[src/rtl/clksw_ctrl_if.sv]
// Request/status interface between a switch requester and the clock-select
// sequencer. The sequencer owns select, status and pulse outputs.
interface clksw_ctrl_if;
  logic req_valid;
  logic req_sel;
  logic req_ready;
  logic select;
  logic cur_sel;
  logic busy;
  logic done;
  logic err;

  modport master (
    output req_valid, req_sel,
    input  req_ready, select, cur_sel, busy, done, err
  );

  modport slave (
    input  req_valid, req_sel,
    output req_ready, select, cur_sel, busy, done, err
  );
endinterface

[src/rtl/clksw_ctrl.sv]
// Clock-select sequencer for a glitch-free two-clock mux. Accepts switch
// requests, drives select, waits a settle window, then confirms the new
// source is alive by counting synchronized toggles of its divide-by-2
// signal. A dead target causes select to revert and an err pulse.
module clksw_ctrl #(
  parameter int unsigned SETTLE_CYCLES  = 8,
  parameter int unsigned TIMEOUT_CYCLES = 64,
  parameter int unsigned MIN_EDGES      = 2,
  parameter int unsigned CNT_W          = 8
) (
  input  logic        clk,
  input  logic        rst_n,
  input  logic        tog_a,
  input  logic        tog_b,
  clksw_ctrl_if.slave bus
);

  typedef enum logic [1:0] {
    IDLE,
    SETTLE,
    CHECK,
    REVERT
  } state_e;

  localparam logic [CNT_W-1:0] SETTLE_LAST  = CNT_W'(SETTLE_CYCLES - 1);
  localparam logic [CNT_W-1:0] TIMEOUT_LAST = CNT_W'(TIMEOUT_CYCLES - 1);
  localparam logic [CNT_W-1:0] MIN_CNT      = CNT_W'(MIN_EDGES);

  state_e           state_q, state_d;
  logic [CNT_W-1:0] cnt_q, cnt_d;
  logic [CNT_W-1:0] edge_cnt_q, edge_cnt_d;
  logic             target_q, target_d;
  logic             select_q, select_d;
  logic             cur_sel_q, cur_sel_d;
  logic             done_q, done_d;
  logic             err_q, err_d;

  logic [1:0]       a_sync_q, b_sync_q;
  logic             a_hist_q, b_hist_q;
  logic             edge_a, edge_b, edge_sel;
  logic [CNT_W-1:0] edge_sum;

  // Two-flop synchronizers plus history flop; run in every state.
  always_ff @(posedge clk) begin
    if (!rst_n) begin
      a_sync_q <= '0;
      b_sync_q <= '0;
      a_hist_q <= 1'b0;
      b_hist_q <= 1'b0;
    end else begin
      a_sync_q <= {a_sync_q[0], tog_a};
      b_sync_q <= {b_sync_q[0], tog_b};
      a_hist_q <= a_sync_q[1];
      b_hist_q <= b_sync_q[1];
    end
  end

  assign edge_a   = a_sync_q[1] ^ a_hist_q;
  assign edge_b   = b_sync_q[1] ^ b_hist_q;
  assign edge_sel = target_q ? edge_b : edge_a;
  assign edge_sum = edge_cnt_q + {{(CNT_W-1){1'b0}}, edge_sel};

  // Sequencer state and output registers.
  always_ff @(posedge clk) begin
    if (!rst_n) begin
      state_q    <= IDLE;
      cnt_q      <= '0;
      edge_cnt_q <= '0;
      target_q   <= 1'b0;
      select_q   <= 1'b0;
      cur_sel_q  <= 1'b0;
      done_q     <= 1'b0;
      err_q      <= 1'b0;
    end else begin
      state_q    <= state_d;
      cnt_q      <= cnt_d;
      edge_cnt_q <= edge_cnt_d;
      target_q   <= target_d;
      select_q   <= select_d;
      cur_sel_q  <= cur_sel_d;
      done_q     <= done_d;
      err_q      <= err_d;
    end
  end

  // Next-state logic: accept, settle, confirm target clock, or revert.
  always_comb begin
    state_d    = state_q;
    cnt_d      = cnt_q;
    edge_cnt_d = edge_cnt_q;
    target_d   = target_q;
    select_d   = select_q;
    cur_sel_d  = cur_sel_q;
    done_d     = 1'b0;
    err_d      = 1'b0;

    unique case (state_q)
      IDLE: begin
        if (bus.req_valid) begin
          if (bus.req_sel == cur_sel_q) begin
            done_d = 1'b1;
          end else begin
            target_d = bus.req_sel;
            select_d = bus.req_sel;
            cnt_d    = '0;
            state_d  = SETTLE;
          end
        end
      end

      SETTLE: begin
        if (cnt_q == SETTLE_LAST) begin
          cnt_d      = '0;
          edge_cnt_d = '0;
          state_d    = CHECK;
        end else begin
          cnt_d = cnt_q + 1'b1;
        end
      end

      // Success is tested before timeout so a final-cycle edge still wins.
      CHECK: begin
        if (edge_sum >= MIN_CNT) begin
          edge_cnt_d = MIN_CNT;
          cur_sel_d  = target_q;
          done_d     = 1'b1;
          cnt_d      = '0;
          state_d    = IDLE;
        end else if (cnt_q == TIMEOUT_LAST) begin
          select_d = cur_sel_q;
          cnt_d    = '0;
          state_d  = REVERT;
        end else begin
          edge_cnt_d = edge_sum;
          cnt_d      = cnt_q + 1'b1;
        end
      end

      REVERT: begin
        if (cnt_q == SETTLE_LAST) begin
          err_d   = 1'b1;
          cnt_d   = '0;
          state_d = IDLE;
        end else begin
          cnt_d = cnt_q + 1'b1;
        end
      end

      default: state_d = IDLE;
    endcase
  end

  assign bus.req_ready = (state_q == IDLE);
  assign bus.busy      = (state_q != IDLE);
  assign bus.select    = select_q;
  assign bus.cur_sel   = cur_sel_q;
  assign bus.done      = done_q;
  assign bus.err       = err_q;

endmodule
[src/flat_wrapper.sv]
// flat-port wrapper written by rule: the top's interface ports become plain ports
module clksw_ctrl_flat 
#(
  parameter int unsigned SETTLE_CYCLES  = 8,
  parameter int unsigned TIMEOUT_CYCLES = 64,
  parameter int unsigned MIN_EDGES      = 2,
  parameter int unsigned CNT_W          = 8
)
  (clk, rst_n, tog_a, tog_b, bus_req_valid, bus_req_sel, bus_req_ready, bus_select, bus_cur_sel, bus_busy, bus_done, bus_err);
  clksw_ctrl_if bus_i ();
  input  logic clk;
  input  logic rst_n;
  input  logic tog_a;
  input  logic tog_b;
  input wire logic [$bits(bus_i.req_valid)-1:0] bus_req_valid;
  input wire logic [$bits(bus_i.req_sel)-1:0] bus_req_sel;
  output wire logic [$bits(bus_i.req_ready)-1:0] bus_req_ready;
  output wire logic [$bits(bus_i.select)-1:0] bus_select;
  output wire logic [$bits(bus_i.cur_sel)-1:0] bus_cur_sel;
  output wire logic [$bits(bus_i.busy)-1:0] bus_busy;
  output wire logic [$bits(bus_i.done)-1:0] bus_done;
  output wire logic [$bits(bus_i.err)-1:0] bus_err;
  assign bus_i.req_valid = bus_req_valid;
  assign bus_i.req_sel = bus_req_sel;
  assign bus_req_ready = bus_i.req_ready;
  assign bus_select = bus_i.select;
  assign bus_cur_sel = bus_i.cur_sel;
  assign bus_busy = bus_i.busy;
  assign bus_done = bus_i.done;
  assign bus_err = bus_i.err;
  clksw_ctrl #(.SETTLE_CYCLES(SETTLE_CYCLES), .TIMEOUT_CYCLES(TIMEOUT_CYCLES), .MIN_EDGES(MIN_EDGES), .CNT_W(CNT_W)) u_core (.clk(clk), .rst_n(rst_n), .tog_a(tog_a), .tog_b(tog_b), .bus(bus_i));
endmodule
[config.mk]
export PLATFORM = sky130hd
export DESIGN_NAME = clksw_ctrl_flat
export DESIGN_NICKNAME = d
export VERILOG_FILES = /design/src/rtl/clksw_ctrl_if.sv /design/src/rtl/clksw_ctrl.sv /design/src/flat_wrapper.sv
export SDC_FILE = /design/constraint.sdc
export NUM_CORES = 1
export LEC_CHECK = 0
export ABC_CLOCK_PERIOD_IN_PS = 2600
export BUFFER_PORTS_ARGS = -buffer_cell sky130_fd_sc_hd__buf_4
export CAP_MARGIN = 10
export CORE_ASPECT_RATIO = 0.7
export CORE_MARGIN = 8
export CORE_UTILIZATION = 24
export DETAILED_ROUTE_END_ITERATION = 10
export PLACE_DENSITY_LB_ADDON = 0.15
export SLEW_MARGIN = 20
export SYNTH_ARGS = -nofsm -noshare
export SYNTH_HDL_FRONTEND = slang
export SYNTH_SLANG_ARGS = --single-unit
[constraint.sdc]
create_clock -name clk -period 2.6 [get_ports clk]
set_input_delay 0.78 -clock clk [delete_from_list [all_inputs] [get_ports clk]]
set_output_delay 0.78 -clock clk [all_outputs]
set_load 0.05 [all_outputs]
==> impl_results.md <==
* Die area at 9200 sq um
* Top-count cell post-synth: dfxtp_1
* RSZ-0062 raised after global routing: false
* Leakage at 0.691 nW
* Cell Rows at 24
* Top cells by area, synth: dfxtp_1, ha_1, and2_1, o21ai_0, nand2_1
* CTS sink count at 29
* Setup TNS at 0 ps
* Synth area leader: dfxtp_1
* Crit path DAT at 2680 ps
* Post-synthesis cell type count at 47
* Final setup vio count at 0
* Post-route ant nets at 0
* Initial antenna violation count at 0
* Cell area after synthesis at 1530 sq um
* Grt total ovfl at 0
* CP endpoint kind: register
* Synth top area share at 0.381
* Slew Viols, Final at 0
* Pre-CTS setup slack at 23.0 ps
* Die height at 82.7 um
* Starting Density at 0.247
* First-pass GRT wire length at 6520 um
* Diodes inserted at 0
* Post-DR wirelength/cell at 14.8 um
* Sequential fraction of the synthesis area at 0.381
* Core Region at 6190 sq um
* Nets at 204
* EDFF count, synth at 0
* Min Tclk post-route at 2470 ps
* Port Buffers at 11
* FF+latch count, synth at 29
* Root cell of the clock tree: clkbuf_8
* Final worst-path cycle share at 0.950
* Vias at 1347
* Clock Pin Slew Worst Setup and Hold Paths at 60 ps
* Status: complete, no violations
* WP buf/inv at 0
* Placed Cells at 260
* Startpoint types: register
* Post-synth top flop: dfxtp_1
* Critical path depth in cells at 10
* Synth Warn # at 0
* Ports at 12
* Non-filler cells, final at 269
* Clock Path Buffers at 2
* Max-cap violation count at 0
* Pre-Repair DR Iteration Count at 4
* Worst-margin pin slew at 554 ps
* Gr usage total at 0.0894
* Area Growth Syn to Fin at 20.0%
* Maximum VDD drop at 0.332 mV
* Largest net degree at the start of global routing at 17
* Crit path top cell by count: ha_2
* Avg Synthesized Cell Area at 8.82 sq um
* Die width at 111 um
* Slowest-stage cell, CP: a2111oi_4
* Post-synth top cells: dfxtp_1, and2_1, nand2_1, nor2_1, o21ai_0
* Critical path's largest stage delay at 400 ps
* Total CTS buffers at 5
* HP Class: reg -> reg
* Cells on Worst Hold Path at 1
* Dpl hpwl at 2870 um
* 1st-iter DRT viols at 58
* CP max FO at 5
* Htree depth at 2
* Worst EP required at 2810 ps
* GPL Wtd Cong at 0.802
* Worst-skew pair later-pin latency at 280 ps
* CP top delay family: compound AO/OA/AOI/OAI gates
* Vias in the first global route at 1303
* Critical Setup Path Class: reg -> reg
* Worst Slack Setup Final at 129 ps
* Relative slew slack at 0.630
* Final Hold Vio Count at 0
* Max Fclk at 405 MHz
* Cells after Synth at 173
* Number of cells on the worst reg-to-reg path at 10
* Vias/cell at 5.01
* CTS tree: yes
* Post-Syn Nets at 187
* CP cell instances: xor2_1 > nand2_1 > o21ai_1 > ha_2 > ha_2 > or3_4 > a211o_4 > a2111oi_4 > o22ai_1 > a21oi_1
* Residual DRC at 0
* Share of cells above drive strength 1 at 0.199
* Post-Route WL at 3980 um
* Ys async rst share at 0
* Pwr Density at 738 nW/um^2
* Worst Clk Skew at 2.15 ps
-- logic make-up (layout without fill, tap and decap cells) --
group | Yosys count | after routing | synth area share
AND/OR/NAND/NOR | 67 | 67 | 0.235
AO/OA/AOI/OAI | 50 | 50 | 0.253
flip-flops | 29 | 29 | 0.381
buffers and inverters | 14 | 32 | 0.0345
adder cells (fa/ha/maj) | 8 | 8 | 0.0656
XOR/XNOR | 3 | 3 | 0.0172
multiplexers | 2 | 2 | 0.0139
-- final cells by class --
type,count,area (sq um)
clock inverters,2,10.0
well taps,78,97.6
repair buffers,16,120
inverters,8,30.0
fillers,653,4360
clock buffers,6,72.6
multi-input cells,130,920
flip-flops and latches,29,581
-- worst paths after layout --
| kind | start | to | slack, ps |
|---|---|---|---|
| min reg2reg | u_core.a_sync_q[0] | u_core.a_sync_q[1] | 440 |
| max | u_core.b_hist_q | u_core.cnt_q[5] | 130 |
| min | u_core.a_sync_q[0] | u_core.a_sync_q[1] | 440 |
| max reg2reg | u_core.b_hist_q | u_core.cnt_q[5] | 130 |
-- state kept, by name, indices dropped and copies added (netlist names), 2 cells and up --
| name | cells |
|---|---|
| u_core.cnt_q | 8 |
| u_core.edge_cnt_q | 8 |
| u_core.a_sync_q | 2 |
| u_core.b_sync_q | 2 |
| u_core.state_q | 2 |
-- report_power, final --
group / switching (mW) / internal (mW)
registers: 0.0216 / 0.471
logic: 0.340 / 0.163
clock network: 0.171 / 0.185
total: 0.532 / 0.819
-- through the flow --
stage               utilization  hold WS, ps  power (mW)  instance area, sq um
global placement          0.277          423       0.988                  1710
finish                    0.296          438        1.35                  1830
global route              0.296          450        1.45                  1830
floorplan                     -          412       0.840                  1530
CTS                       0.290          440        1.35                  1800
detailed placement        0.277          424       0.987                  1710
-- placed cells by master (no fill, tap or decap), types with 6 or more instances in the layout --
master and count:
buf_4 16, ha_1 6, inv_1 8, nor2_1 12
dfxtp_1 29, and2_1 12, a21oi_1 8, nand3_1 7
nand2_1 12
-- routing by layer --
metal | vias up | track usage | part of all wire
met2 | 29 | 0.124 | 0.40
met4 | 0 | 0.0331 | 0.0073
li1 | 674 | - | -
met5 | - | 0 | 0
met1 | 639 | 0.124 | 0.54
met3 | 5 | 0.0296 | 0.051
-- what timing repair did --
| action | in CTS | in global routing |
|---|---|---|
| gates resized for setup | 0 | 10 |
| setup buffers | 0 | 1 |
| setup endpoints to repair | 1 | 17 |
| hold buffers | 0 | 0 |
| pin swaps | 1 | 6 |
Note: power is estimated with default switching activity, not from simulation.
